## src/rtl/pwm_decoder.sv

```systemverilog
// Servo PWM high-time decoder: measures one pulse channel and converts its width to a
// 10-bit code = min((width - MIN_CYCLES) / STEP_CYCLES, MAX_CODE), with a signal-loss failsafe.
module pwm_decoder #(
  parameter int unsigned MIN_CYCLES       = 50000,
  parameter int unsigned STEP_CYCLES      = 50,
  parameter int unsigned MAX_CODE         = 1023,
  parameter int unsigned GLITCH_CYCLES    = 25000,
  parameter int unsigned MAX_PULSE_CYCLES = 125000,
  parameter int unsigned TIMEOUT_CYCLES   = 1500000,
  parameter int unsigned FAILSAFE_CODE    = 0
) (
  input  logic       clk,
  input  logic       reset,
  input  logic       pwm_in,
  output logic [9:0] control,
  output logic       valid,
  output logic       signal_ok,
  output logic [1:0] dbg_state
);

  // Handshake: valid is a one-cycle strobe with no ready; control is stable whenever
  // valid is high and holds its value until the next accepted pulse or the failsafe.

  localparam int unsigned PW = $clog2(STEP_CYCLES + 1);
  localparam int unsigned TW = $clog2(TIMEOUT_CYCLES + 1);

  localparam logic [16:0]   MIN_W    = 17'(MIN_CYCLES);
  localparam logic [16:0]   GLITCH_W = 17'(GLITCH_CYCLES);
  localparam logic [16:0]   MAXP_W   = 17'(MAX_PULSE_CYCLES);
  localparam logic [16:0]   ABORT_W  = 17'(MAX_PULSE_CYCLES + 1);
  localparam logic [PW-1:0] STEP_L   = PW'(STEP_CYCLES - 1);
  localparam logic [9:0]    MAX_C    = 10'(MAX_CODE);
  localparam logic [9:0]    FS_C     = 10'(FAILSAFE_CODE);
  localparam logic [TW-1:0] TO_LAST  = TW'(TIMEOUT_CYCLES - 1);
  localparam logic [TW-1:0] TO_MAX   = TW'(TIMEOUT_CYCLES);

  typedef enum logic [1:0] {
    SYNC      = 2'd0,
    WAIT_RISE = 2'd1,
    MEASURE   = 2'd2
  } state_t;

  state_t        state_q, state_d;
  logic          s1_q, s2_q, dly_q;
  logic [1:0]    fill_q;
  logic [16:0]   width_q, width_d, width_inc;
  logic [PW-1:0] presc_q, presc_d;
  logic [9:0]    acc_q, acc_d;
  logic [TW-1:0] to_q, to_d;
  logic [9:0]    control_q, control_d;
  logic          valid_q, valid_d;
  logic          ok_q, ok_d;
  logic          rise, primed;

  always_ff @(posedge clk) begin
    if (reset) begin
      s1_q      <= 1'b0;
      s2_q      <= 1'b0;
      dly_q     <= 1'b0;
      fill_q    <= 2'd0;
      state_q   <= SYNC;
      width_q   <= '0;
      presc_q   <= '0;
      acc_q     <= '0;
      to_q      <= '0;
      control_q <= '0;
      valid_q   <= 1'b0;
      ok_q      <= 1'b0;
    end else begin
      s1_q      <= pwm_in;
      s2_q      <= s1_q;
      dly_q     <= s2_q;
      fill_q    <= (fill_q == 2'd3) ? fill_q : fill_q + 2'd1;
      state_q   <= state_d;
      width_q   <= width_d;
      presc_q   <= presc_d;
      acc_q     <= acc_d;
      to_q      <= to_d;
      control_q <= control_d;
      valid_q   <= valid_d;
      ok_q      <= ok_d;
    end
  end

  assign rise      = s2_q & ~dly_q;
  // The synchronizer holds reset zeros for two cycles; a high line must not look low then.
  assign primed    = fill_q[1];
  assign width_inc = (width_q == 17'h1ffff) ? width_q : width_q + 17'd1;

  always_comb begin
    state_d   = state_q;
    width_d   = width_q;
    presc_d   = presc_q;
    acc_d     = acc_q;
    to_d      = to_q;
    control_d = control_q;
    valid_d   = 1'b0;
    ok_d      = ok_q;

    if (to_q != TO_MAX) to_d = to_q + TW'(1);
    if (to_q == TO_LAST) begin
      ok_d      = 1'b0;
      control_d = FS_C;
    end

    case (state_q)
      SYNC: begin
        if (primed && !s2_q) state_d = WAIT_RISE;
      end
      WAIT_RISE: begin
        if (rise) begin
          width_d = 17'd1;
          presc_d = '0;
          acc_d   = '0;
          state_d = MEASURE;
        end
      end
      MEASURE: begin
        if (s2_q) begin
          width_d = width_inc;
          if (width_q >= MIN_W) begin
            if (presc_q == STEP_L) begin
              presc_d = '0;
              if (acc_q != MAX_C) acc_d = acc_q + 10'd1;
            end else begin
              presc_d = presc_q + PW'(1);
            end
          end
          if (width_inc == ABORT_W) state_d = SYNC;
        end else begin
          // Acceptance is evaluated after the timeout so it wins a same-cycle collision.
          if (width_q >= GLITCH_W && width_q <= MAXP_W) begin
            control_d = acc_q;
            valid_d   = 1'b1;
            ok_d      = 1'b1;
            to_d      = '0;
          end
          state_d = WAIT_RISE;
        end
      end
      default: state_d = SYNC;
    endcase
  end

  assign control   = control_q;
  assign valid     = valid_q;
  assign signal_ok = ok_q;
  assign dbg_state = state_q;

endmodule
```

## config.mk

```make
export PLATFORM = sky130hd
export DESIGN_NAME = pwm_decoder
export DESIGN_NICKNAME = d
export VERILOG_FILES = /design/src/rtl/pwm_decoder.sv
export SDC_FILE = /design/constraint.sdc
export NUM_CORES = 1
export LEC_CHECK = 0
export ABC_AREA = 0
export BUFFER_PORTS_ARGS = -buffer_cell sky130_fd_sc_hd__buf_2
export CORE_ASPECT_RATIO = 0.9
export CORE_MARGIN = 1.5
export CORE_UTILIZATION = 40
export DETAILED_ROUTE_END_ITERATION = 7
export GPL_ROUTABILITY_DRIVEN = 0
export PLACE_DENSITY = 0.68
export SLEW_MARGIN = 20
export SYNTH_ARGS = -nofsm -noshare
export SYNTH_HDL_FRONTEND = slang
export SYNTH_SLANG_ARGS = --single-unit
```

## constraint.sdc

```tcl
create_clock -name clk -period 2.15 [get_ports clk]
set_clock_uncertainty 0.2 [all_clocks]
set_input_delay 0.215 -clock clk [delete_from_list [all_inputs] [get_ports clk]]
set_output_delay 0.215 -clock clk [all_outputs]
set_load 0.05 [all_outputs]
```

==> results by group <==
Clock network
  – # clock sinks: between 70 and 80
  – CTS tree: done
  – Total CTS buffers: 9
  – Worst-Skew Late Latency: 340 ps
  – H-Tree Level Count: 3
  – Clock Pin Slew Worst Setup and Hold Paths: 70 ps
  – Clock Path Buffers: 2
  – Clk Tree Root Cell: clkbuf_8

Critical path
  – Crit-path cells: ha_4, nand3_4, or4_4, xor2_1, nor2_1, nand4_1, o31ai_4, mux2i_1
  – Worst-path fanout max: 4
  – Crit. Startpoint: width_q[1]$_SDFFE_PP0P_
  – Worst r2r path cells: 8
  – R2R Setup Slk: -80 ps
  – Critical Path RT: 2220 ps
  – CP startpoint kind: flop
  – Worst setup EP type: flop
  – CP max stage cell: or4_4
  – Reg2reg start: width_q[1]$_SDFFE_PP0P_
  – Largest stage delay, worst path: 530 ps
  – R2r endpoint: dbg_state[0]$_SDFFE_PP0P_
  – Critical path class: reg2reg
  – Worst Path Arrival: between 2000 and 2500 ps

Die
  – I/O pins: 17
  – Core box area: approximately 8600 sq um
  – Row count: 32
  – Die Y: roughly 93 um
  – Initial Util: 0.4157
  – Die width: just over 100 um
  – Die ar.: roughly 9600 sq um

Routing
  – Antenna-violating nets left: 0
  – DRT iter0 DRCs: 224
  – Residual DRC: 0
  – Vias post-DR: 3376
  – Via/cell ratio: 5.428
  – DRT Wirelength: 8843 um
  – First drt pass iteration count: 5
  – Routed WL per cell: 14.22 um

Worst hold path
  – Worst Hold Class: in2reg
  – Hold wc startpoint: reset
  – Cells on Worst Hold Path: 2
  – Worst Hold Endpoint: fill_q[1]$_SDFFE_PP0P_

STA
  – Tcrit/Tclk final: 1.037
  – Worst rel slew slack: 0.5904
  – Fin. Hold Viols: 0
  – Setup TNS: -109.1 ps
  – Final setup viols: 2
  – Fmax: approximately 450 MHz
  – RSZ-0062 raised after global routing: yes
  – Final max-slew violation count: 0
  – Hold_ws: around 180 ps
  – Worst Tran Pin Value: 614.4 ps
  – Final Critical Period: around 2200 ps
  – Setup WS post-layout: -78.60 ps

Job
  – Number of max-cap violations: 0

Global route
  – Largest net degree at the start of global routing: 31
  – Initial antenna violation count: 0
  – Total Routing Usage GR: 0.1934
  – Global-route wire length before repair: 14580 um
  – Vias in the first global route: 3097
  – GR Overflow Total: 0

Synth
  – Syn Std Cell Area: 3595 sq um
  – Top FF cell, synth: dfxtp_1
  – Post-synthesis sequential area ratio: 0.4065
  – Netlist cell types: 54
  – Share of the synthesized area in the top cell type: 0.4065
  – FFs w/ async S/R, synth: 0
  – Syn Nets: 443
  – Synth Register Bits: 73
  – Yosys warnings: 0
  – Syn Inst Count: about 430
  – Post-synth EDFFs: 0
  – Area leader, netlist: dfxtp_1
  – Largest cells by area after synthesis: dfxtp_1 (41%), nor2_1 (7.6%), xor2_1 (6.6%), nand2_1 (2.9%), xnor2_1 (2.9%)
  – Synthesized area per cell: around 8.3 sq um
  – Commonest cells post-synth: dfxtp_1 (73), nor2_1 (73), nand2_1 (28)

Layout
  – # diodes: 0
  – Sequential standard cell area: 1493 sq um
  – Area of the multi-input gates: between 2000 and 2500 sq um
  – Share of cells above drive strength 1: 0.2763
  – Nets@finish: 510
  – Fill count: about 800
  – Syn-to-layout area delta: 28.54%

Status
  – Failing checks: setup timing
  – Run status: finished with violations

Pwr
  – Cell leakage power: 0.001819 uW
  – Power Dens Cells: between 600 and 700 nW/um^2
  – Max IR drop VDD: 0.6408 mV
  – Tot Pwr: 2863 uW

Placement
  – Detailed placement HPWL: roughly 6000 um
  – Port bufs: 16
## through the flow
stage	std cells	util	instance area [sq um]	setup slack (ps)
floorplan	432	-	3632	-20.35
global route	622	0.5343	4621	-221.9
finish	622	0.5343	4621	-78.60
detailed placement	600	0.4842	4188	-134.8
global placement	600	0.4842	4188	-125.4
CTS	617	0.5174	4474	-85.23
## final cells by class
type / count / share of cell area
clock inverters: 4 / 0.005686
flip-flops and latches: 73 / 0.3230
well taps: 119 / 0.03222
repair buffers: 82 / 0.1284
multi-input cells: 326 / 0.4698
inverters: 7 / 0.005686
clock buffers: 11 / 0.03520
## power by group
part	internal [uW]	leakage, uW	switching, uW
logic	147	0.00112	252
clock network	513	0.0000963	513
registers	1390	0.000598	47.5
## cell usage in the layout, fill, tap and decap left out, drive strengths merged, types with 12 or more instances in the layout
master	count
buf	81
nor2	73
dfxtp	73
nand2	28
xor2	27
nand3	20
a21oi	20
o21ai	18
nand4	15
nor3	14
xnor2	12
## sequential cells by signal, indices dropped and copies added (netlist names)
signal,cells
signal_ok,1
fill_q,2
to_q,21
dly_q,1
acc_q,10
valid,1
s1_q,1
width_q,17
presc_q,6
control,10
dbg_state,2
s2_q,1
## worst max-delay path by stage
stage | endpoint | slack (ps) | cells after the start
floorplan | dbg_state[0]$_SDFFE_PP0P_ | -20 | 8
global placement | dbg_state[0]$_SDFFE_PP0P_ | -130 | 8
detailed placement | control[6]$_SDFF_PP0_ | -130 | 7
CTS | dbg_state[0]$_SDFFE_PP0P_ | -90 | 8
global route | dbg_state[0]$_SDFFE_PP0P_ | -220 | 7
finish | dbg_state[0]$_SDFFE_PP0P_ | -80 | 8
## logic make-up (layout without fill, tap and decap cells)
family	count (synthesis)	after routing	synth area share
muxes	4	4	0.01149
AOI/OAI and AO/OA	83	84	0.1566
and+or+nand+nor	191	191	0.2631
DFF	73	73	0.4065
xor gates and xnor gates	39	39	0.09502
buffers and inverters	34	104	0.03933
adders and majority gates	8	8	0.02785
## metal layers
layer	GRT usage	up-vias	share of wire
met1	0.2641	1609	0.47
met2	0.2999	93	0.47
li1	-	1657	-
met4	0.06194	0	0.013
met3	0.04528	17	0.048
met5	0	-	0
## worst max-delay path: cells and delay by family, from the launching register on
| family | cells | cell delay, ps |
|---|---|---|
| muxes | 1 | 210 |
| adders and majority gates | 1 | 150 |
| and+or+nand+nor | 4 | 820 |
| xor gates and xnor gates | 1 | 150 |
| AOI/OAI and AO/OA | 1 | 250 |
| DFF | 1 | 380 |
## timing repair
action,CTS,global route
hold buffers,1,0
pin swaps,3,8
gates cloned,0,2
resized for setup,17,26
setup endpoints to repair,17,51
setup buffers,1,3
hold endpoints to repair,1,0
Power figures use the tool's default switching activity.
